**config.mk**
```make
export PLATFORM = sky130hd
export DESIGN_NAME = uart_rx_cfg
export DESIGN_NICKNAME = d
export VERILOG_FILES = /design/src/rtl/uart_rx_cfg.sv
export SDC_FILE = /design/constraint.sdc
export NUM_CORES = 1
export LEC_CHECK = 0
export BUFFER_PORTS_ARGS = -buffer_cell sky130_fd_sc_hd__buf_2
export CORE_UTILIZATION = 50
export CTS_BUF_LIST = sky130_fd_sc_hd__clkbuf_8
export DETAILED_ROUTE_END_ITERATION = 10
export PLACE_DENSITY = 0.66
export RECOVER_POWER = 25
export SKIP_LAST_GASP = 1
export SYNTH_ARGS = -nofsm -noshare
export SYNTH_HDL_FRONTEND = slang
export SYNTH_SLANG_ARGS = --single-unit
```
**constraint.sdc**
```tcl
create_clock -name clk -period 1.94 [get_ports clk]
set_input_delay 0.194 -clock clk [delete_from_list [all_inputs] [get_ports clk]]
set_output_delay 0.194 -clock clk [all_outputs]
set_load 0.01 [all_outputs]
```
**src/rtl/uart_rx_cfg.sv**
```systemverilog
// uart_rx_cfg: configurable oversampling UART receiver.
// The rx line is synchronized, then sampled three times around the middle of each bit
// and resolved by majority vote. Received words are held in an output register with a
// valid/ready handshake. Parity, framing and overrun errors are reported with the word.
module uart_rx_cfg #(
    parameter int CLK_FREQ   = 50000000,
    parameter int BAUD_RATE  = 9600,
    parameter int OVERSAMPLE = 16,
    parameter int DATA_BITS  = 8,
    parameter int PARITY     = 0,
    parameter int STOP_BITS  = 1
) (
    input  logic                 clk,
    input  logic                 reset,
    input  logic                 rx,
    output logic [DATA_BITS-1:0] rx_data,
    output logic                 rx_valid,
    input  logic                 rx_ready,
    output logic                 parity_err,
    output logic                 frame_err,
    output logic                 overrun_err,
    output logic                 busy
);

    localparam int CLKS_PER_TICK = CLK_FREQ / (BAUD_RATE * OVERSAMPLE);
    localparam int DIV_W         = (CLKS_PER_TICK > 1) ? $clog2(CLKS_PER_TICK) : 1;
    localparam int TICK_W        = $clog2(OVERSAMPLE);
    localparam int BIT_W         = $clog2(DATA_BITS);

    localparam logic [DIV_W-1:0]  DIV_LAST  = DIV_W'(CLKS_PER_TICK - 1);
    localparam logic [TICK_W-1:0] TICK_S0   = TICK_W'(OVERSAMPLE / 2 - 1);
    localparam logic [TICK_W-1:0] TICK_S1   = TICK_W'(OVERSAMPLE / 2);
    localparam logic [TICK_W-1:0] TICK_S2   = TICK_W'(OVERSAMPLE / 2 + 1);
    localparam logic [TICK_W-1:0] TICK_LAST = TICK_W'(OVERSAMPLE - 1);
    localparam logic [BIT_W-1:0]  BIT_LAST  = BIT_W'(DATA_BITS - 1);
    localparam logic [1:0]        PAR_MODE  = 2'(PARITY);
    localparam logic              STOP_LAST = (STOP_BITS == 2);

    // Reject parameter sets the datapath cannot honour.
    generate
        if ((CLKS_PER_TICK < 2) || (OVERSAMPLE < 8) || ((OVERSAMPLE % 2) != 0) ||
            (DATA_BITS < 5) || (DATA_BITS > 9) || (PARITY < 0) || (PARITY > 2) ||
            ((STOP_BITS != 1) && (STOP_BITS != 2))) begin : g_cfg_check
            $error("uart_rx_cfg: unsupported parameter combination");
        end
    endgenerate

    typedef enum logic [2:0] {
        S_IDLE   = 3'd0,
        S_START  = 3'd1,
        S_DATA   = 3'd2,
        S_PARITY = 3'd3,
        S_STOP   = 3'd4
    } state_t;

    // Majority of three line samples.
    function automatic logic maj3(input logic a, input logic b, input logic c);
        return (a & b) | (a & c) | (b & c);
    endfunction

    logic                 r_rx_meta;
    logic                 r_rx_s;
    logic [DIV_W-1:0]     r_div;
    logic                 r_tick;
    state_t               r_state;
    logic                 r_arm;
    logic [TICK_W-1:0]    r_tick_cnt;
    logic [BIT_W-1:0]     r_bit_cnt;
    logic                 r_stop_cnt;
    logic [1:0]           r_samp;
    logic [DATA_BITS-1:0] r_shift;
    logic                 r_par_bit;
    logic                 r_ferr_acc;
    logic [DATA_BITS-1:0] r_data;
    logic                 r_valid;
    logic                 r_perr;
    logic                 r_ferr;
    logic                 r_ovr;
    logic                 r_busy;

    logic                 w_decide;
    logic                 w_bit_end;
    logic                 w_bit;
    logic                 w_ones_odd;
    logic                 w_perr;
    logic                 w_ferr;
    logic                 w_can_load;

    assign w_decide   = r_tick && (r_tick_cnt == TICK_S2);
    assign w_bit_end  = r_tick && (r_tick_cnt == TICK_LAST);
    assign w_bit      = maj3(r_samp[0], r_samp[1], r_rx_s);
    assign w_ferr     = r_ferr_acc | ~w_bit;
    assign w_can_load = ~r_valid | rx_ready;

    // Parity verdict for the completed word: odd mode wants an odd total of ones.
    always_comb begin
        w_ones_odd = (^r_shift) ^ r_par_bit;
        case (PAR_MODE)
            2'd1:    w_perr = ~w_ones_odd;
            2'd2:    w_perr = w_ones_odd;
            default: w_perr = 1'b0;
        endcase
    end

    // Two-flop synchronizer; resets to the idle line level.
    always_ff @(posedge clk) begin
        if (reset) begin
            r_rx_meta <= 1'b1;
            r_rx_s    <= 1'b1;
        end else begin
            r_rx_meta <= rx;
            r_rx_s    <= r_rx_meta;
        end
    end

    // Oversample tick divider; held cleared while idle so each frame starts phase-aligned.
    always_ff @(posedge clk) begin
        if (reset) begin
            r_div  <= '0;
            r_tick <= 1'b0;
        end else if (r_state == S_IDLE) begin
            r_div  <= '0;
            r_tick <= 1'b0;
        end else if (r_div == DIV_LAST) begin
            r_div  <= '0;
            r_tick <= 1'b1;
        end else begin
            r_div  <= r_div + DIV_W'(1);
            r_tick <= 1'b0;
        end
    end

    // Frame FSM: bit sampling, shifting, error capture and the output handshake.
    always_ff @(posedge clk) begin
        if (reset) begin
            r_state    <= S_IDLE;
            r_arm      <= 1'b1;
            r_tick_cnt <= '0;
            r_bit_cnt  <= '0;
            r_stop_cnt <= 1'b0;
            r_samp     <= 2'b00;
            r_shift    <= '0;
            r_par_bit  <= 1'b0;
            r_ferr_acc <= 1'b0;
            r_data     <= '0;
            r_valid    <= 1'b0;
            r_perr     <= 1'b0;
            r_ferr     <= 1'b0;
            r_ovr      <= 1'b0;
            r_busy     <= 1'b0;
        end else begin
            // A completed handshake retires the held word and the overrun report.
            if (r_valid && rx_ready) begin
                r_valid <= 1'b0;
                r_ovr   <= 1'b0;
            end

            // After a framing error, only an idle (high) line re-enables start detection.
            if (!r_arm && r_rx_s) begin
                r_arm <= 1'b1;
            end

            if ((r_state != S_IDLE) && r_tick) begin
                if (r_tick_cnt == TICK_S0) begin
                    r_samp[0] <= r_rx_s;
                end
                if (r_tick_cnt == TICK_S1) begin
                    r_samp[1] <= r_rx_s;
                end
                r_tick_cnt <= (r_tick_cnt == TICK_LAST) ? '0 : r_tick_cnt + TICK_W'(1);
            end

            case (r_state)
                S_IDLE: begin
                    if (r_arm && !r_rx_s) begin
                        r_state    <= S_START;
                        r_tick_cnt <= '0;
                        r_bit_cnt  <= '0;
                        r_stop_cnt <= 1'b0;
                        r_ferr_acc <= 1'b0;
                        r_busy     <= 1'b1;
                    end
                end
                S_START: begin
                    if (w_decide && w_bit) begin
                        // Start bit did not hold low: treat as a glitch.
                        r_state <= S_IDLE;
                        r_busy  <= 1'b0;
                    end else if (w_bit_end) begin
                        r_state <= S_DATA;
                    end
                end
                S_DATA: begin
                    if (w_decide) begin
                        r_shift <= {w_bit, r_shift[DATA_BITS-1:1]};
                    end
                    if (w_bit_end) begin
                        if (r_bit_cnt == BIT_LAST) begin
                            r_bit_cnt <= '0;
                            r_state   <= (PAR_MODE == 2'd0) ? S_STOP : S_PARITY;
                        end else begin
                            r_bit_cnt <= r_bit_cnt + BIT_W'(1);
                        end
                    end
                end
                S_PARITY: begin
                    if (w_decide) begin
                        r_par_bit <= w_bit;
                    end
                    if (w_bit_end) begin
                        r_state <= S_STOP;
                    end
                end
                S_STOP: begin
                    if (w_decide) begin
                        if (r_stop_cnt == STOP_LAST) begin
                            // Deliver mid stop bit so back-to-back frames are not missed.
                            if (w_can_load) begin
                                r_data  <= r_shift;
                                r_perr  <= w_perr;
                                r_ferr  <= w_ferr;
                                r_valid <= 1'b1;
                            end else begin
                                r_ovr <= 1'b1;
                            end
                            if (w_ferr) begin
                                r_arm <= 1'b0;
                            end
                            r_state <= S_IDLE;
                            r_busy  <= 1'b0;
                        end else begin
                            r_ferr_acc <= w_ferr;
                        end
                    end else if (w_bit_end) begin
                        r_stop_cnt <= 1'b1;
                    end
                end
                default: begin
                    r_state <= S_IDLE;
                    r_busy  <= 1'b0;
                end
            endcase
        end
    end

    assign rx_data     = r_data;
    assign rx_valid    = r_valid;
    assign parity_err  = r_perr;
    assign frame_err   = r_ferr;
    assign overrun_err = r_ovr;
    assign busy        = r_busy;

endmodule

```
==> results.md, run 1 <==
Worst setup path:
- The endpoint identified for the worst register-to-register timing path is rx_data[5].
- The critical path data required time is 2.14 ns.
- Measured in cells, the most critical reg-to-reg path has a length of 6.
- For flop-to-flop paths, the worst setup slack is 0.19 ns.
- The worst setup path is launched from a flop.
- The maximum net fanout on the critical path is 10.
- STA classifies the critical path endpoint as a flop.
- The critical path is of the reg -> reg type.
- Data arrives at the worst endpoint at 1.96 ns.
- In this run the critical register-to-register path is launched from r_tick_cnt[0].

Timing:
- The final-layout worst hold slack is 0.0736 ns.
- After layout, the worst path uses 90.3% of the clock period.
- The minimum clock period after layout is 1.75 ns.
- The clock skew is 0.00822 ns.
- The total count of max-transition violations in the final report came to 0.
- Setup repair after global routing left no endpoint under its margin.
- Summed over all failing endpoints, the final setup total negative slack is 0 ns.
- The number of hold violations in the final report was 0.
- Timing would allow up to 571 MHz.
- Setup violations remaining at the end of the flow were counted as 0.

Cells and area:
- The multi-input combinational cells in the finished layout cover a total of 0.00105 sq mm.
- The area added between synthesis and finish is 10.9%.
- The post-route netlist has 10.9% of its cells at a drive strength greater than 1.
- The repair_antennas step left the layout with diodes totalling 0.
- After the last flow step, the layout net total stands at 258.
- The sequential standard cell area is 941 sq um.
- The total of fill cells in the finished design is 387.

Die:
- The horizontal die dimension is 66.8 um.
- The floorplan step set the die height to 66.8 um.
- For this design the top-level I/O count stands at 17.
- The floorplan core area is 0.00403 sq mm.
- The starting density of the core is 52.1%.
- The overall die area is 0.00446 sq mm.
- The total number of placement rows is 23.

GRT:
- Entering global routing, the biggest net connects 20 pins.
- The number of global-route vias before repair came to 1358.
- The overall routing resource usage is 19.4%.
- After global routing the overflow that remains totals 0.
- The first-pass GRT wire length is 6380 um.
- The number of antenna violations at the first check in global routing is 0.

Yosys:
- For this run, the number of Yosys warnings is 0.
- Counting flops with a built-in enable in the synthesized netlist gives 0.
- The post-synthesis area per instance is 9.13 sq um.
- The sequential-to-total area share from yosys stat is 44.8%.
- Counting flops and latches in the post-synthesis netlist gives 47.
- Yosys mapped the design onto 48 distinct sky130hd cell types.
- Summed over its instances, the top area cell type makes up 44.8% of the synthesized netlist area.
- The cell area that synthesis handed to floorplanning was 0.00210 sq mm.
- In the synthesized netlist, the cells that appear most often are 47 x sky130_fd_sc_hd__dfxtp_1, 28 x sky130_fd_sc_hd__nor2_1, 17 x sky130_fd_sc_hd__nand2_1.
- The post-synthesis net count is 241.
- For this run, asynchronously set or reset flops after synthesis account for 0%.
- Synthesis handed over a netlist of 230 instances.
- The largest total area in the synthesized netlist belongs to sky130_fd_sc_hd__dfxtp_1.
- The primary flip-flop cell chosen by synthesis mapping is sky130_fd_sc_hd__dfxtp_1.
- After synthesis, the cell types taking the most area are sky130_fd_sc_hd__dfxtp_1 45%, sky130_fd_sc_hd__mux2i_1 5.2%, sky130_fd_sc_hd__nor2_1 5.0%.
- The most used standard cell by instance count after synthesis is sky130_fd_sc_hd__dfxtp_1.

Drt:
- The routed wirelength normalized by instance count is 12.8 um.
- The routed layout has 1571 vias.
- The first-pass iteration count of the detailed router is 4.
- The average via count per standard cell is 5.27.
- The number of design-rule violations left by the first detailed-router iteration is 80.
- The number of nets with antenna violations after detailed routing is 0.
- For this block, the routed nets add up to 3810 um of wire.
- For this run, design rule violations remaining after detail routing come to 0.

Hold path:
- Counting instances, the worst hold path has a depth of 2.
- The critical hold path startpoint is rx.
- The tightest min-delay check is of the in -> reg type.
- The worst-case hold path end point is r_rx_meta.

Clock tree:
- The number of buffers created by CTS is 5.
- The latest clock arrival within the worst-skew pair is 0.31 ns.
- In this run the clock root is driven by a sky130_fd_sc_hd__clkbuf_8.
- The number of resized instances in the post-cts repair step is 0.
- Buffers added to address setup during post-CTS repair amount to 0.
- The clock passes through at most 2 buffers.
- The clock net sink count is 47.
- The number of hold buffers added after CTS is 0.
- The TritonCTS clock tree is yes.
- After clock tree synthesis, the clock-pin slew on the worst setup and hold paths is 0.09 ns.
- In this run the number of H-tree levels came out at 2.

Placement:
- Summed over all nets, the half-perimeter wirelength after detailed placement is 2690 um.
- The count of input and output buffers is 15.
- At the end of routability-driven placement, the weighted congestion stood at 0.813.

Job:
- The tool flagged a number of max-cap violations equal to 0.

Outcome:
- The run finished with clean final reports.

Power:
- Across the VDD grid, the largest voltage drop is 0.733 mV.
- The cell area power density is 757 mW/mm^2.
- The leakage dissipation is 0.000819 uW.
-- cells by family after synthesis --
group,after synthesis,share of synthesized area [%]
other cells,1,0.179
buf+inv,20,5.01
flops,47,44.8
xor+xnor,8,3.34
compound gates,36,11.0
fa+ha+maj,8,4.65
mux,11,5.24
simple gates,99,25.7
-- sequential cells by signal, indices dropped and copies added, names as in the netlist --
signal	flops
busy	1
frame_err	1
overrun_err	1
r_arm	1
r_bit_cnt	3
r_div	9
r_ferr_acc	1
r_rx_meta	1
r_rx_s	1
r_samp	2
r_shift	8
r_state	3
r_stop_cnt	1
r_tick	1
r_tick_cnt	4
rx_data	8
rx_valid	1
-- worst max-delay path by stage --
stage | cells after the start | startpoint | end
global placement | 7 | r_tick_cnt[1] | rx_data[3]
CTS | 6 | r_tick_cnt[0] | rx_data[5]
detailed placement | 6 | r_tick_cnt[0] | rx_data[4]
finish | 6 | r_tick_cnt[0] | rx_data[5]
floorplan | 7 | r_state[0] | rx_data[0]
global route | 6 | r_tick_cnt[0] | rx_data[1]
-- worst max-delay path: stages, from the launching register on --
cell	delay, ns
sky130_fd_sc_hd__dfxtp_1	0.41
sky130_fd_sc_hd__ha_1	0.18
sky130_fd_sc_hd__nand4b_1	0.25
sky130_fd_sc_hd__nor4_4	0.39
sky130_fd_sc_hd__buf_12	0.18
sky130_fd_sc_hd__mux2i_1	0.18
sky130_fd_sc_hd__nor2_1	0.05
-- stage by stage --
stage / worst slack, ns / instance area, sq um / cells / utilization (%) / power [uW]
final: 0.188 / 2330 / 298 / 57.8 / 1760
after CTS: 0.176 / 2340 / 298 / 58.2 / 1790
after global placement: 0.210 / 2230 / 290 / 55.3 / 1050
after detailed placement: 0.209 / 2230 / 290 / 55.3 / 1050
after floorplan: 0.380 / 2100 / 230 / - / 1040
after global routing: 0.0513 / 2330 / 298 / 57.8 / 1830
-- power breakdown --
part	internal [uW]	switching (uW)	leakage [uW]	total, uW
combinational	18.2	33.7	0.000381	52.0
clock	391	347	0.0000587	737
sequential	969	3.71	0.000379	972
-- metal layers --
| metal | track usage, % | routed length, um |
|---|---|---|
| met1 | 27.3 | 2030 |
| met2 | 27.1 | 1610 |
| met3 | 5.14 | 101 |
| met4 | 8.78 | 69 |
| met5 | 0 | 0 |
-- layout make-up --
| class | instances | share of cell area [%] |
|---|---|---|
| clock inverter | 3 | 2.04 |
| timing repair buffer | 22 | 5.37 |
| clock buffer | 5 | 2.96 |
| inverter | 8 | 1.29 |
| multi-input combinational | 163 | 45.2 |
| sequential | 47 | 40.4 |
| tap | 50 | 2.69 |
-- cells in the final DEF (no fill, tap or decap), types with 2 or more instances in the layout --
| cell type | n |
|---|---|
| sky130_fd_sc_hd__o22ai_1 | 2 |
| sky130_fd_sc_hd__and3_1 | 2 |
| sky130_fd_sc_hd__mux2i_1 | 11 |
| sky130_fd_sc_hd__and4_1 | 2 |
| sky130_fd_sc_hd__buf_4 | 6 |
| sky130_fd_sc_hd__o21ai_0 | 4 |
| sky130_fd_sc_hd__o221ai_1 | 2 |
| sky130_fd_sc_hd__clkbuf_8 | 5 |
| sky130_fd_sc_hd__dfxtp_1 | 47 |
| sky130_fd_sc_hd__a32oi_1 | 2 |
| sky130_fd_sc_hd__xor2_1 | 7 |
| sky130_fd_sc_hd__nand4b_1 | 3 |
| sky130_fd_sc_hd__buf_2 | 3 |
| sky130_fd_sc_hd__nor2_1 | 28 |
| sky130_fd_sc_hd__a31oi_1 | 2 |
| sky130_fd_sc_hd__nor3_1 | 5 |
| sky130_fd_sc_hd__or2_2 | 4 |
| sky130_fd_sc_hd__inv_1 | 8 |
| sky130_fd_sc_hd__nand2b_1 | 6 |
| sky130_fd_sc_hd__nand3_1 | 13 |
| sky130_fd_sc_hd__nor2b_1 | 3 |
| sky130_fd_sc_hd__nand4_1 | 4 |
| sky130_fd_sc_hd__nand2_1 | 17 |
| sky130_fd_sc_hd__clkbuf_1 | 12 |
| sky130_fd_sc_hd__a21oi_1 | 16 |
| sky130_fd_sc_hd__ha_1 | 7 |
| sky130_fd_sc_hd__nor3b_1 | 2 |
No activity file was read; power rests on OpenSTA's default activity.
==> run 2, diff against run 1 <==
--- a/config.mk
+++ b/config.mk
@@ -6,10 +6,10 @@
 export NUM_CORES = 1
 export LEC_CHECK = 0
 export BUFFER_PORTS_ARGS = -buffer_cell sky130_fd_sc_hd__buf_2
-export CORE_UTILIZATION = 50
+export CORE_UTILIZATION = 40
 export CTS_BUF_LIST = sky130_fd_sc_hd__clkbuf_8
 export DETAILED_ROUTE_END_ITERATION = 10
-export PLACE_DENSITY = 0.66
+export PLACE_DENSITY = 0.55
 export RECOVER_POWER = 25
 export SKIP_LAST_GASP = 1
 export SYNTH_ARGS = -nofsm -noshare
==> results.md, run 2 (synthesis results as in run 1) <==
Outcome:
- Run status: finished, final reports clean (unchanged).

Drt:
- The routed wirelength normalized by instance count is 12.6 um (was 12.8 um).
- The final routed DRC violation total is 0 (unchanged).
- The average via count per standard cell is 5.08 (was 5.27).
- The number of nets with antenna violations after detailed routing is 0 (unchanged).
- The total via count after detailed routing was 1627 (was 1571).
- The number of design-rule violations left by the first detailed-router iteration is 90 (was 80).
- The total length of routed wires is 4020 um (was 3810 um).
- The first-pass iteration count of the detailed router was 5 (was 4).

Timing:
- The clock skew is 0.00933 ns (was 0.00822 ns).
- The setup TNS is 0 ns (unchanged).
- Unrepaired setup endpoints after global routing: no (unchanged).
- The peak clock frequency supported by timing is 566 MHz (was 571 MHz).
- The number of hold violations in the final report came to 0 (unchanged).
- The minimum clock period after layout was 1.77 ns (was 1.75 ns).
- Headroom to the max-slew limit came out at 56.1%.
- The total count of max-transition violations in the final report came to 0 (unchanged).
- At the pin with the least slew margin, the transition time is 0.653 ns.
- The share of the clock period used by the worst path after layout is 91.1% (was 90.3%).
- The final-layout worst hold slack was 0.0779 ns (was 0.0736 ns).
- The number of failing setup endpoints in the final timing report is 0 (unchanged).

Die:
- The total number of placement rows is 26 (was 23).
- The floorplan core area is 0.00507 sq mm (was 0.00403 sq mm).
- The count of boundary I/O pins is 17 (unchanged).
- The starting density of the core was 41.4% (was 52.1%).
- The vertical die dimension is 74.5 um (was 66.8 um).
- The horizontal die dimension was 74.5 um (was 66.8 um).
- The overall die area came to 0.00554 sq mm (was 0.00446 sq mm).

Hold path:
- The worst-case hold path end point was overrun_err (was r_rx_meta).
- The type of the worst min-delay path was in -> reg (unchanged).
- The worst hold path cell count was 2 (unchanged).
- The critical hold path startpoint is rx_ready (was rx).

GRT:
- The overall routing resource usage is 15.3% (was 19.4%).
- The global route total overflow is 0 (unchanged).
- The first-pass GRT wire length is 6570 um (was 6380 um).
- The number of global-route vias before repair is 1424 (was 1358).
- The maximum number of pins on one net before global-route repair is 28 (was 20).
- The number of antenna violations at the first check in global routing is 0 (unchanged).

Power:
- The part of the power in the clock network is 41.0% (was 41.8%).
- The combinational cell fraction of total power is 3.1% (was 2.9%).
- The worst voltage drop across the vdd grid was 0.508 mV (was 0.733 mV).
- The power spent charging and discharging nets came to 369 uW (was 384 uW).
- The share of power burned in registers is 55.9% (was 55.2%).
- The cell area power density is 736 mW/mm^2 (was 757 mW/mm^2).
- The leakage dissipation came to 0.000830 uW (was 0.000819 uW).
- The switching fraction of total power is 21.2% (was 21.8%).
- The design internal power is 1370 uW (was 1380 uW).

Clock tree:
- The clock net sink count came to 47 (unchanged).
- The latest clock arrival within the worst-skew pair is 0.30 ns (was 0.31 ns).
- The CTS clock-pin slew for the worst setup and hold paths was 0.09 ns (about the same).
- The number of hold buffers added after CTS is 0 (unchanged).
- The maximum buffer depth of the clock tree is 2 (unchanged).
- The number of post-CTS setup repair buffers came to 0 (unchanged).
- The number of levels in the clock H-tree is 2 (unchanged).
- The buffer type at the clock tree root is sky130_fd_sc_hd__clkbuf_8 (unchanged).
- The number of resized instances in the post-cts repair step is 0 (unchanged).
- The TritonCTS clock tree is yes (unchanged).
- The number of buffers created by CTS is 5 (unchanged).

Placement:
- The total half-perimeter wirelength after legalization and detailed placement is 2790 um (was 2690 um).
- The count of input and output buffers was 15 (unchanged).
- The number of placed instances with taps included is 312 (was 290).
- The routability congestion estimate from global placement is 0.776 (was 0.813).

Worst setup path:
- The minimum setup slack among reg-to-reg paths is 0.17 ns (was 0.19 ns).
- The arrival time of the worst setup path came to 1.94 ns (was 1.96 ns).
- The start of the worst register-to-register path was r_tick_cnt[0] (unchanged).
- The worst-case reg-to-reg path depth came to 6 (unchanged).
- The category of the worst setup path launch point is a flop (unchanged).
- The category of the most critical setup path is reg -> reg (unchanged).
- The maximum net fanout on the critical path is 10 (unchanged).
- The reg-to-reg endpoint is rx_data[2] (was rx_data[5]).
- The kind of capture point of the worst setup path is a flop (unchanged).
- The critical path data required time was 2.11 ns (was 2.14 ns).

Cells and area:
- The flip-flop count of the largest register after layout was 9 (unchanged).
- Most frequent cells in the layout: 47 x sky130_fd_sc_hd__dfxtp_1, 28 x sky130_fd_sc_hd__nor2_1, 17 x sky130_fd_sc_hd__nand2_1, 16 x sky130_fd_sc_hd__a21oi_1, 13 x sky130_fd_sc_hd__nand3_1 (unchanged).
- The final standard cell utilization of the core is 46.6% (was 57.8%).
- The area added between synthesis and finish is 12.6% (was 10.9%).
- The area occupied by multi-input gates is 0.00105 sq mm (unchanged).
- The non-filler instance count after layout is 320 (was 298).
- The sequential standard cell area came to 941 sq um (unchanged).
- The leading cell type in the layout, fill and taps excluded is sky130_fd_sc_hd__dfxtp_1 (unchanged).
- The number of nets in the layout is 260 (was 258).
- The total of fill cells in the finished design is 513 (was 387).
- The fraction of final layout cells sized beyond drive strength 1 came to 11.6% (was 10.9%).
- The register with the highest flop count is r_div (unchanged).
- The number of inserted diodes is 0 (unchanged).

Job:
- The max-cap violation count is 0 (unchanged).
==> run 2: layer usage <==
layer,share of wire [%],wire (um),global-route usage (%),up-vias
li1,-,-,-,848
met1,53,2140,21.8,755
met2,44,1760,23.0,20
met3,2.3,94,3.66,4
met4,0.72,29,4.61,0
met5,0,0,0,-
==> run 2: final cells by class <==
cell class / instances / area share, %
multi-input cells: 163 / 44.6
flip-flops and latches: 47 / 39.8
clock inverters: 3 / 1.85
repair buffers: 24 / 5.93
clock buffers: 5 / 2.91
well taps: 70 / 3.70
inverters: 8 / 1.27
==> run 2: how the worst max path moves through the flow <==
| stage | from | slack (ns) | endpoint | depth (start not counted) |
|---|---|---|---|---|
| floorplan | r_state[0] | 0.38 | rx_data[0] | 7 |
| global placement | r_tick_cnt[0] | 0.21 | rx_data[6] | 6 |
| CTS | r_tick_cnt[0] | 0.15 | rx_data[1] | 6 |
| detailed placement | r_tick_cnt[0] | 0.19 | rx_data[1] | 6 |
| finish | r_tick_cnt[0] | 0.17 | rx_data[2] | 6 |
| global route | r_tick_cnt[1] | 0.04 | rx_data[6] | 7 |
==> run 2: stage by stage <==
stage          setup WS, ns  total power (uW)  area (sq um)
2_1_floorplan         0.380              1040          2100
3_3_place_gp          0.214              1050          2270
3_5_place_dp          0.188              1050          2270
4_1_cts               0.150              1770          2380
5_1_grt              0.0361              1810          2360
6_report              0.173              1740          2360
==> run 2: power by group through the flow <==
stage / Sequential, uW / Combinational (uW) / Clock [uW]
finish: 973 / 53.8 / 715
global route: 974 / 60.1 / 781
CTS: 973 / 54.3 / 741
detailed placement: 996 / 54.2 / 0
global placement: 996 / 54.9 / 0
floorplan: 995 / 41.1 / 0
==> run 2: worst max-delay path, stage by stage (launching register included) <==
cell,delay [ns]
sky130_fd_sc_hd__dfxtp_1,0.41
sky130_fd_sc_hd__ha_1,0.19
sky130_fd_sc_hd__nand4b_1,0.25
sky130_fd_sc_hd__nor4_4,0.38
sky130_fd_sc_hd__buf_12,0.18
sky130_fd_sc_hd__mux2i_1,0.18
sky130_fd_sc_hd__nor2_1,0.05
